`src/rtl/pwm_button_ctrl_pkg.sv`:
```
`default_nettype none
// ============================================================================
// Module   : pwm_button_ctrl_pkg
// Purpose  : Shared FSM state encodings and default timing constants for the
//            PWM push-button control stage.
// Revision : 1.0 - initial release
// ============================================================================
package pwm_button_ctrl_pkg;

    // FSM state encodings (3-bit)
    localparam int unsigned c_ST_W = 3;
    localparam logic [2:0] c_ST_IDLE      = 3'd0;
    localparam logic [2:0] c_ST_HOLD_UP   = 3'd1;
    localparam logic [2:0] c_ST_HOLD_DN   = 3'd2;
    localparam logic [2:0] c_ST_REPEAT_UP = 3'd3;
    localparam logic [2:0] c_ST_REPEAT_DN = 3'd4;
    localparam logic [2:0] c_ST_LOCK      = 3'd5;

    // Default timing constants
    localparam int c_DEF_DEBOUNCE_CYCLES = 1000;
    localparam int c_DEF_REPEAT_DELAY    = 500000;
    localparam int c_DEF_REPEAT_RATE     = 100000;
    localparam int c_DEF_CNT_W           = 20;

endpackage
`default_nettype wire

```
`src/rtl/pwm_button_ctrl_if.sv`:
```
`default_nettype none
// ============================================================================
// Module   : pwm_button_ctrl_if
// Purpose  : Groups the button inputs, PWM update strobe and the request
//            outputs of the control stage.
//            master : drives buttons/step_tick, observes requests
//            slave  : the control stage itself
// Revision : 1.0 - initial release
// ============================================================================
interface pwm_button_ctrl_if;
    logic btn_up;
    logic btn_down;
    logic step_tick;
    logic duty_inc;
    logic duty_dec;
    logic busy;

    modport master (
        output btn_up,
        output btn_down,
        output step_tick,
        input  duty_inc,
        input  duty_dec,
        input  busy
    );

    modport slave (
        input  btn_up,
        input  btn_down,
        input  step_tick,
        output duty_inc,
        output duty_dec,
        output busy
    );
endinterface
`default_nettype wire

```
`src/rtl/pwm_button_ctrl_btn_debounce.sv`:
```
`default_nettype none
// ============================================================================
// Module   : btn_debounce
// Purpose  : 2-FF synchroniser followed by a stable-level counter. The
//            debounced level only follows the synchronised level after it
//            has differed for DEBOUNCE_CYCLES consecutive samples.
// Ports    : clk, rst (sync, active-high), btn_raw (async in),
//            btn_db (debounced level)
// Revision : 1.0 - initial release
// ============================================================================
module btn_debounce
    import pwm_button_ctrl_pkg::*;
#(
    parameter int DEBOUNCE_CYCLES = c_DEF_DEBOUNCE_CYCLES,
    parameter int CNT_W           = c_DEF_CNT_W
) (
    input  logic clk,
    input  logic rst,
    input  logic btn_raw,
    output logic btn_db
);

    localparam logic [CNT_W-1:0] c_CNT_LAST = CNT_W'(DEBOUNCE_CYCLES - 1);

    logic             r_sync1;
    logic             r_sync2;
    logic             r_db;
    logic [CNT_W-1:0] r_cnt;

    always_ff @(posedge clk) begin
        if (rst) begin
            r_sync1 <= 1'b0;
            r_sync2 <= 1'b0;
            r_db    <= 1'b0;
            r_cnt   <= '0;
        end else begin
            r_sync1 <= btn_raw;
            r_sync2 <= r_sync1;
            if (r_sync2 != r_db) begin
                // The flip happens on the DEBOUNCE_CYCLES-th consecutive
                // differing sample; the counter never exceeds c_CNT_LAST.
                if (r_cnt == c_CNT_LAST) begin
                    r_db  <= r_sync2;
                    r_cnt <= '0;
                end else begin
                    r_cnt <= r_cnt + 1'b1;
                end
            end else begin
                r_cnt <= '0;
            end
        end
    end

    assign btn_db = r_db;

endmodule
`default_nettype wire

```
`src/rtl/pwm_button_ctrl.sv`:
```
`default_nettype none
// ============================================================================
// Module   : pwm_button_ctrl
// Purpose  : Turns raw up/down push-buttons into level-held duty_inc /
//            duty_dec requests for the PWM generator, with debounce,
//            auto-repeat while held, and hold-until-consumed handshaking
//            against the PWM update strobe.
// Ports    : clk, rst (sync, active-high)
//            bus.btn_up / bus.btn_down : raw async buttons, active-high
//            bus.step_tick             : PWM update strobe, consumes request
//            bus.duty_inc / duty_dec   : pending requests
//            bus.busy                  : either request pending
// Revision : 1.0 - initial release
// ============================================================================
module pwm_button_ctrl
    import pwm_button_ctrl_pkg::*;
#(
    parameter int DEBOUNCE_CYCLES = c_DEF_DEBOUNCE_CYCLES,
    parameter int REPEAT_DELAY    = c_DEF_REPEAT_DELAY,
    parameter int REPEAT_RATE     = c_DEF_REPEAT_RATE,
    parameter int CNT_W           = c_DEF_CNT_W
) (
    input  logic             clk,
    input  logic             rst,
    pwm_button_ctrl_if.slave bus
);

    localparam logic [CNT_W-1:0] c_REPEAT_DELAY = CNT_W'(REPEAT_DELAY);
    localparam logic [CNT_W-1:0] c_RATE_LAST    = CNT_W'(REPEAT_RATE - 1);

    logic              w_db_up;
    logic              w_db_dn;
    logic              r_db_up_d;
    logic              r_db_dn_d;
    logic              w_up_rise;
    logic              w_dn_rise;

    logic [c_ST_W-1:0] r_state;
    logic [c_ST_W-1:0] w_state_nxt;

    logic [CNT_W-1:0]  r_rep_cnt;
    logic              w_delay_hit;
    logic              w_rate_hit;
    logic              w_rep_run;

    logic              w_issue_up;
    logic              w_issue_dn;
    logic              r_req_up;
    logic              r_req_dn;

    // ------------------------------------------------------------------
    // Per-button synchronise + debounce
    // ------------------------------------------------------------------
    btn_debounce #(
        .DEBOUNCE_CYCLES (DEBOUNCE_CYCLES),
        .CNT_W           (CNT_W)
    ) u_db_up (
        .clk     (clk),
        .rst     (rst),
        .btn_raw (bus.btn_up),
        .btn_db  (w_db_up)
    );

    btn_debounce #(
        .DEBOUNCE_CYCLES (DEBOUNCE_CYCLES),
        .CNT_W           (CNT_W)
    ) u_db_dn (
        .clk     (clk),
        .rst     (rst),
        .btn_raw (bus.btn_down),
        .btn_db  (w_db_dn)
    );

    always_ff @(posedge clk) begin
        if (rst) begin
            r_db_up_d <= 1'b0;
            r_db_dn_d <= 1'b0;
        end else begin
            r_db_up_d <= w_db_up;
            r_db_dn_d <= w_db_dn;
        end
    end

    assign w_up_rise = w_db_up & ~r_db_up_d;
    assign w_dn_rise = w_db_dn & ~r_db_dn_d;

    // ------------------------------------------------------------------
    // FSM: state register
    // ------------------------------------------------------------------
    always_ff @(posedge clk) begin
        if (rst) begin
            r_state <= c_ST_IDLE;
        end else begin
            r_state <= w_state_nxt;
        end
    end

    assign w_delay_hit = (r_rep_cnt == c_REPEAT_DELAY);
    assign w_rate_hit  = (r_rep_cnt == c_RATE_LAST);

    // ------------------------------------------------------------------
    // FSM: next-state logic. In HOLD/REPEAT the opposite button takes
    // priority over release so a crossed press always ends in LOCK.
    // ------------------------------------------------------------------
    always_comb begin
        w_state_nxt = r_state;
        case (r_state)
            c_ST_IDLE: begin
                if (w_up_rise && w_dn_rise) begin
                    w_state_nxt = c_ST_LOCK;
                end else if (w_up_rise) begin
                    w_state_nxt = w_db_dn ? c_ST_LOCK : c_ST_HOLD_UP;
                end else if (w_dn_rise) begin
                    w_state_nxt = w_db_up ? c_ST_LOCK : c_ST_HOLD_DN;
                end
            end
            c_ST_HOLD_UP: begin
                if (w_db_dn)           w_state_nxt = c_ST_LOCK;
                else if (!w_db_up)     w_state_nxt = c_ST_IDLE;
                else if (w_delay_hit)  w_state_nxt = c_ST_REPEAT_UP;
            end
            c_ST_HOLD_DN: begin
                if (w_db_up)           w_state_nxt = c_ST_LOCK;
                else if (!w_db_dn)     w_state_nxt = c_ST_IDLE;
                else if (w_delay_hit)  w_state_nxt = c_ST_REPEAT_DN;
            end
            c_ST_REPEAT_UP: begin
                if (w_db_dn)           w_state_nxt = c_ST_LOCK;
                else if (!w_db_up)     w_state_nxt = c_ST_IDLE;
            end
            c_ST_REPEAT_DN: begin
                if (w_db_up)           w_state_nxt = c_ST_LOCK;
                else if (!w_db_dn)     w_state_nxt = c_ST_IDLE;
            end
            c_ST_LOCK: begin
                if (!w_db_up && !w_db_dn) w_state_nxt = c_ST_IDLE;
            end
            default: w_state_nxt = c_ST_IDLE;
        endcase
    end

    // ------------------------------------------------------------------
    // FSM: outputs. Issues are tied to the transitions so that leaving a
    // state (release or LOCK) can never coincide with a new request.
    // w_rep_run keeps the repeat counter counting; every other cycle
    // (issue, IDLE, LOCK, exit) clears it.
    // ------------------------------------------------------------------
    always_comb begin
        w_issue_up = 1'b0;
        w_issue_dn = 1'b0;
        w_rep_run  = 1'b0;
        case (r_state)
            c_ST_IDLE: begin
                w_issue_up = (w_state_nxt == c_ST_HOLD_UP);
                w_issue_dn = (w_state_nxt == c_ST_HOLD_DN);
            end
            c_ST_HOLD_UP: begin
                w_issue_up = (w_state_nxt == c_ST_REPEAT_UP);
                w_rep_run  = (w_state_nxt == c_ST_HOLD_UP);
            end
            c_ST_HOLD_DN: begin
                w_issue_dn = (w_state_nxt == c_ST_REPEAT_DN);
                w_rep_run  = (w_state_nxt == c_ST_HOLD_DN);
            end
            c_ST_REPEAT_UP: begin
                w_issue_up = (w_state_nxt == c_ST_REPEAT_UP) && w_rate_hit;
                w_rep_run  = (w_state_nxt == c_ST_REPEAT_UP) && !w_rate_hit;
            end
            c_ST_REPEAT_DN: begin
                w_issue_dn = (w_state_nxt == c_ST_REPEAT_DN) && w_rate_hit;
                w_rep_run  = (w_state_nxt == c_ST_REPEAT_DN) && !w_rate_hit;
            end
            default: begin
                w_issue_up = 1'b0;
                w_issue_dn = 1'b0;
                w_rep_run  = 1'b0;
            end
        endcase
    end

    // Repeat counter, saturating at all-ones
    always_ff @(posedge clk) begin
        if (rst) begin
            r_rep_cnt <= '0;
        end else if (w_rep_run) begin
            if (r_rep_cnt != {CNT_W{1'b1}}) begin
                r_rep_cnt <= r_rep_cnt + 1'b1;
            end
        end else begin
            r_rep_cnt <= '0;
        end
    end

    // ------------------------------------------------------------------
    // Request flags. An issue beats a same-cycle step_tick, and a repeated
    // issue merges into the pending flag. A new request in one direction
    // cancels an unconsumed request in the other, as the two would net to
    // no change and must never be presented together.
    // ------------------------------------------------------------------
    always_ff @(posedge clk) begin
        if (rst) begin
            r_req_up <= 1'b0;
            r_req_dn <= 1'b0;
        end else if (w_issue_up) begin
            r_req_up <= 1'b1;
            r_req_dn <= 1'b0;
        end else if (w_issue_dn) begin
            r_req_up <= 1'b0;
            r_req_dn <= 1'b1;
        end else if (bus.step_tick) begin
            r_req_up <= 1'b0;
            r_req_dn <= 1'b0;
        end
    end

    assign bus.duty_inc = r_req_up;
    assign bus.duty_dec = r_req_dn;
    assign bus.busy     = r_req_up | r_req_dn;

endmodule
`default_nettype wire
```
`src/flat_wrapper.sv`:
```
// flat-port wrapper written by rule: the top's interface ports become plain ports
module pwm_button_ctrl_flat import pwm_button_ctrl_pkg::*;
#(
    parameter int DEBOUNCE_CYCLES = c_DEF_DEBOUNCE_CYCLES,
    parameter int REPEAT_DELAY    = c_DEF_REPEAT_DELAY,
    parameter int REPEAT_RATE     = c_DEF_REPEAT_RATE,
    parameter int CNT_W           = c_DEF_CNT_W
)
  (clk, rst, bus_btn_up, bus_btn_down, bus_step_tick, bus_duty_inc, bus_duty_dec, bus_busy);
  pwm_button_ctrl_if bus_i ();
  input  logic clk;
  input  logic rst;
  input wire logic [$bits(bus_i.btn_up)-1:0] bus_btn_up;
  input wire logic [$bits(bus_i.btn_down)-1:0] bus_btn_down;
  input wire logic [$bits(bus_i.step_tick)-1:0] bus_step_tick;
  output wire logic [$bits(bus_i.duty_inc)-1:0] bus_duty_inc;
  output wire logic [$bits(bus_i.duty_dec)-1:0] bus_duty_dec;
  output wire logic [$bits(bus_i.busy)-1:0] bus_busy;
  assign bus_i.btn_up = bus_btn_up;
  assign bus_i.btn_down = bus_btn_down;
  assign bus_i.step_tick = bus_step_tick;
  assign bus_duty_inc = bus_i.duty_inc;
  assign bus_duty_dec = bus_i.duty_dec;
  assign bus_busy = bus_i.busy;
  pwm_button_ctrl #(.DEBOUNCE_CYCLES(DEBOUNCE_CYCLES), .REPEAT_DELAY(REPEAT_DELAY), .REPEAT_RATE(REPEAT_RATE), .CNT_W(CNT_W)) u_core (.clk(clk), .rst(rst), .bus(bus_i));
endmodule
```
`config.mk`:
```
export PLATFORM = sky130hd
export DESIGN_NAME = pwm_button_ctrl_flat
export DESIGN_NICKNAME = d
export VERILOG_FILES = /design/src/rtl/pwm_button_ctrl_pkg.sv /design/src/rtl/pwm_button_ctrl_if.sv /design/src/rtl/pwm_button_ctrl_btn_debounce.sv /design/src/rtl/pwm_button_ctrl.sv /design/src/flat_wrapper.sv
export SDC_FILE = /design/constraint.sdc
export NUM_CORES = 1
export LEC_CHECK = 0
export CAP_MARGIN = 10
export CORE_UTILIZATION = 59
export CTS_CLUSTER_SIZE = 16
export DETAILED_ROUTE_END_ITERATION = 16
export PLACE_DENSITY = 0.81
export SYNTH_ARGS = -nofsm -noshare
export SYNTH_HDL_FRONTEND = slang
export SYNTH_SLANG_ARGS = --single-unit
```
`constraint.sdc`:
```
create_clock -name clk -period 7.52 [get_ports clk]
set_clock_uncertainty 0.1 [all_clocks]
set_input_delay 0.752 -clock clk [delete_from_list [all_inputs] [get_ports clk]]
set_output_delay 0.752 -clock clk [all_outputs]
set_load 0.05 [all_outputs]
```
==> impl_metrics.toml, run 1 <==
[run_status]
outcome = "finished clean"

[die]
initial_utilization_pct = 61.5
die_h_um = 78.0
die_w_um = 78.0
top_level_ports = 8
fp.dieArea_um2 = 6080
rows = 27
core_um2 = 5540

[timing]
drv_slew = 0
period_needed_ps = 2750
fmax_ghz = 0.363
max-slew-margin-rel_pct = 49.6
layout_worst_path_cycle_share_pct = 36.6
finalSetupTns_ps = 0
setup_viol = 0
hold_viol = 0
rsz0062_at_grt = "no"
tightest_slew_ps = 750
hold_ws_ps = 340

[placed_design]
place.gp.congestion = 0.851
hpwl_um = 4310
placedInstanceArea_um2 = 3500
io_buffers = 7

[global_routing]
grt_max_degree = 21
grt_overflow = 0
grt_pass1_vias = 2562
antenna_found_initial = 0
grtUsageTotal_pct = 23.0
grt_pass1_wl_um = 11000

[power]
leakagePower_uw = 0.00122
p_per_area_nw_per_um2 = 215
irDropWorstVdd_mv = 0.136

[routing]
ant_nets = 0
dr.pass1.iters = 5
viasPerCell = 5.83
drc = 0
num_vias = 2797
wl_per_cell_um = 13.5
drt_wl_total_um = 6480
drt_iter0_drc = 150

[logic_synthesis]
synth-edff-count = 0
synth_area_leader_cell = "dfxtp_1"
ys_ff_latch = 73
synth_top_area_share_pct = 42.9
ys_async_sr_fraction_pct = 0
ys_warn_count = 0
synthTopCellsByArea = "dfxtp_1, xor2_1, nor2_1, xnor2_1, nand3_1"
ys_types = 49
syn-num-nets = 409
synth_cells = 400
yosysSeqAreaShare_pct = 42.9
synth-main-ff-cell = "dfxtp_1"
syn_area_per_cell_um2 = 8.52
netlist_area_um2 = 3410

[final_layout]
layout.nets = 412
n_antenna_cell = 0
fin_area_um2 = 3770
fillers = 461
syn_to_final_growth_pct = 10.7
multi_input_area_um2 = 1850
drive_gt1_share_pct = 5.39
final-seq-area_um2 = 1460

[critical_path]
max_stage_delay_ps = 630
path_buf_inv = 0
path_cells = "or4b_2 -> nor4_1 -> a21oi_1 -> a31oi_1 -> o22a_2 -> nor3_1"
cp_top_family = "simple AND/OR/NAND/NOR gates"
worstPathArrival_ps = 2870
crit_slowest_cell = "or4b_2"
path_max_fanout = 20
cp-end-kind = "flip-flop"
crit_type = "reg -> reg"
worstPathRequired_ps = 7640
startpoint_type = "flip-flop"

[clocking]
cts_tree = "built"
cts-buffers-inserted = 9
path_clk_slew_ps = 70
cts.htree.levels = 3
post_cts_buffers = 0
hold_buffers = 0
clk_latency_ps = 350
clock_sinks = 73
clk_root_buffer_cell = "clkbuf_8"
cts_max_path_buffers = 2
cts_resized = 0

[min_path]
hold_path.class = "reg -> reg"

[job]
drv_cap = 0
-- layer usage --
layer	vias to the layer above	share of wire (%)	GRT usage (%)
li1	1393	-	-
met1	1345	45	27.2
met2	49	50	38.8
met3	10	3.9	6.24
met4	0	1.4	10.6
met5	-	0	0
-- cells in the final DEF (no fill, tap or decap), types with 6 or more instances in the layout --
cell type / netlist / routed
clkdlybuf4s50_1: 0 / 7
nand2_1: 22 / 22
or3_1: 6 / 6
clkbuf_8: 0 / 10
a21oi_1: 12 / 12
xnor2_1: 16 / 16
nor2b_1: 11 / 11
and3_1: 10 / 10
and4_1: 6 / 6
dfxtp_1: 73 / 73
xor2_1: 33 / 33
nor3_1: 12 / 12
nand2b_1: 6 / 6
inv_1: 7 / 7
nand3_1: 25 / 25
nor2_1: 76 / 76
nand4_1: 17 / 17
-- state kept, by name, indices dropped and copies added, names as in the netlist --
signal	count
u_core.u_db_dn.r_cnt	20
u_core.bus.duty_inc	1
u_core.u_db_up.r_cnt	20
u_core.u_db_up.r_sync1	1
u_core.bus.duty_dec	1
u_core.u_db_up.r_sync2	1
u_core.u_db_dn.r_sync1	1
u_core.u_db_dn.btn_db	1
u_core.r_db_up_d	1
u_core.u_db_dn.r_sync2	1
u_core.r_db_dn_d	1
u_core.u_db_up.btn_db	1
u_core.r_rep_cnt	20
u_core.r_state	3
-- worst register-to-register path, stage by stage (launching register included) --
cell and delay, ps:
dfxtp_1 440, or4b_2 630, nor4_1 610, a21oi_1 150
a31oi_1 160, o22a_2 410, nor3_1 120
-- through the flow --
step	util, %	instances	power [µW]	setup slack [ps]
floorplan	-	400	401	5140
global placement	63.1	464	404	4910
detailed placement	63.1	464	404	4850
CTS	68.1	480	815	4800
global route	68.1	480	833	4640
finish	68.1	480	809	4770
-- cells by family after synthesis --
group / count (synthesis) / share of synthesized area, %
compound gates: 33 / 6.54
xor+xnor: 49 / 12.6
fa+ha+maj: 4 / 1.47
buf+inv: 22 / 2.86
flops: 73 / 42.9
mux: 2 / 0.588
simple gates: 217 / 33.1
-- final timing paths --
kind,startpoint,to,slack [ps],depth (start not counted)
min reg2reg,u_core.u_db_dn.r_sync1,u_core.u_db_dn.r_sync2,340,1
min,u_core.u_db_dn.r_sync1,u_core.u_db_dn.r_sync2,340,1
max,u_core.r_rep_cnt[16],u_core.r_rep_cnt[18],4770,6
max reg2reg,u_core.r_rep_cnt[16],u_core.r_rep_cnt[18],4770,6
-- cell type report --
type                            instances  share of cell area (%)
Tap cell                               72                    2.39
Inverter                                7                   0.697
Clock inverter                          6                    3.65
Timing Repair Buffer                    7                    1.86
Clock buffer                           10                    3.65
Sequential cell                        73                    38.8
Multi-Input combinational cell        305                    49.0
-- power by group --
part           switching (µW)  internal, µW  leakage [µW]
registers               0.641           387      0.000589
clock network             150           265      0.000137
logic                    3.60          2.97      0.000498
-- cell usage after synthesis, drive strengths merged, types with 6 or more instances --
library cell / count
nand3: 25
inv: 7
nor3: 12
nand2: 22
and4: 6
xnor2: 16
dfxtp: 73
clkbuf: 12
a21oi: 12
nand4: 17
or3: 6
nor2b: 11
nor2: 76
xor2: 33
and3: 10
nand2b: 6
(Power assumes the default switching activity.)
==> run 2: changes to the inputs <==
Settings changed: CORE_UTILIZATION 59 to 55, PLACE_DENSITY 0.81 to 0.8.
Clock period 7.52 ns to 2.2 ns, I/O delays scaled along.
==> impl_metrics.toml, run 2 (same netlist as run 1, synthesis figures left out) <==
[run_status]
outcome = "finished with violations"
violations = "setup timing"

[global_routing]
grtUsageTotal_pct = 22.3
grt.busiest_layer = "met2"
gr-usage-met1_pct = 25.0
grt_use_met2_pct = 38.2
grt_use_met3_pct = 7.61
grt_max_degree = 21
antenna_found_initial = 0
grt_pass1_wl_um = 11100
grt_overflow = 0
grt_pass1_vias = 2604

[critical_path]
path_cells = "or4b_1 -> or4_4 -> or2_4 -> a31oi_2 -> o22a_2 -> buf_12 -> a211oi_1"
worstPathArrival_ps = 2550
cp-end-kind = "flip-flop"
crit_slowest_cell = "or4_4"
path_max_fanout = 20
r2r_slack_ps = -230
path_buf_inv = 1
startpoint_type = "flip-flop"
reg2reg_from = "u_core.r_rep_cnt[2]"
max_stage_delay_ps = 540
crit_type = "reg -> reg"
r2r-end = "u_core.r_rep_cnt[2]"
worstPathRequired_ps = 2320
cp_top_family = "simple AND/OR/NAND/NOR gates"
r2r_cells = 7

[final_layout]
drive_gt1_share_pct = 13.9
fillers = 492
syn_to_final_growth_pct = 17.5
reg_top3 = "u_core.r_rep_cnt (20), u_core.u_db_dn.r_cnt (20), u_core.u_db_up.r_cnt (20)"
stdcell_count = 515
final-seq-area_um2 = 1460
mostFrequentLayoutCell = "nor2_1"
n_antenna_cell = 0
multi_input_area_um2 = 1890
final_cell_mix = "nor2_1, dfxtp_1, xor2_1"
fin_util_pct = 67.2
layout.nets = 444

[timing]
tightest_slew_ps = 519
drv_slew = 0
rsz0062_at_grt = "yes"
max-slew-margin-rel_pct = 65.4
hold_ws_ps = 324
fmax_ghz = 0.411
hold_viol = 0
layout_worst_path_cycle_share_pct = 110
finalSetupTns_ps = -4430
period_needed_ps = 2430
setup_ws_ps = -230
setup_viol = 22

[die]
top_level_ports = 8
core_um2 = 5960
rows = 28
die_h_um = 80.7
fp.dieArea_um2 = 6510
die_w_um = 80.7
initial_utilization_pct = 57.2

[placed_design]
dp_cells = 498
io_buffers = 7
place.gp.congestion = 0.836
hpwl_um = 4460

[power]
p_clk_share_pct = 43.0
p_comb_share_pct = 1.1
p_per_area_nw_per_um2 = 594
irDropWorstVdd_mv = 0.387
p_sw_share_pct = 21.2
leakagePower_uw = 0.00137
p_seq_share_pct = 55.8
p_sw_uw = 504
p_int_uw = 1870
total_power_uw = 2380

[clocking]
clk_root_buffer_cell = "clkbuf_8"
cts_max_path_buffers = 2
clock_sinks = 73
cts_tree = "built"
cts-buffers-inserted = 9
clk_latency_ps = 350
path_clk_slew_ps = 80
cts.htree.levels = 3

[job]
drv_cap = 0

[routing]
drt_wl_total_um = 6510
drc = 0
drt_iter0_drc = 167
num_vias = 2824
ant_nets = 0
dr.pass1.iters = 4
wl_per_cell_um = 12.6
viasPerCell = 5.48

[min_path]
min_from = "bus_btn_down"
hold_depth = 2
hold_end = "u_core.u_db_dn.r_sync1"
hold_path.class = "in -> reg"
run 2: stage by stage:
stage	area (µm²)	setup WS (ps)
floorplan	3410	-119
global placement	3750	-201
finish	4000	-230
global route	4000	-334
detailed placement	3750	-234
CTS	3990	-239
run 2: final cells by class:
type | instances | share of cell area [%]
Clock inverter | 3 | 0.531
Clock buffer | 13 | 4.47
Tap cell | 75 | 2.34
Timing Repair Buffer | 39 | 8.16
Sequential cell | 73 | 36.5
Multi-Input combinational cell | 305 | 47.3
Inverter | 7 | 0.656
run 2: what timing repair did:
action                                 CTS  global route
buffers inserted                         1             0
setup endpoints to repair               22            24
gates resized for setup                  4             4
pin swaps                                3             1
hold buffers                             0             0
endpoints found under the hold margin    0             0
run 2: worst max path at each step:
stage,start,end,cells after the start
after floorplan,u_core.r_rep_cnt[2],u_core.r_rep_cnt[2],7
after global placement,u_core.r_rep_cnt[2],u_core.r_rep_cnt[2],7
after detailed placement,u_core.r_rep_cnt[2],u_core.r_rep_cnt[2],7
after CTS,u_core.r_rep_cnt[2],u_core.r_rep_cnt[2],7
after global routing,u_core.r_rep_cnt[2],u_core.r_rep_cnt[2],7
final,u_core.r_rep_cnt[2],u_core.r_rep_cnt[2],7
run 2: power by group through the flow:
| stage | sequential (µW) | combinational (µW) | clock (µW) |
|---|---|---|---|
| floorplan | 1360 | 12.1 | 0 |
| global placement | 1360 | 26.4 | 0 |
| detailed placement | 1360 | 26.9 | 0 |
| CTS | 1330 | 27.0 | 1050 |
| global route | 1330 | 30.0 | 1100 |
| finish | 1330 | 26.8 | 1020 |
run 2: metal layers:
layer,wire length [µm],share of wire [%]
met5,0,0
met4,101,1.6
met3,236,3.6
met2,3160,49
met1,3010,46
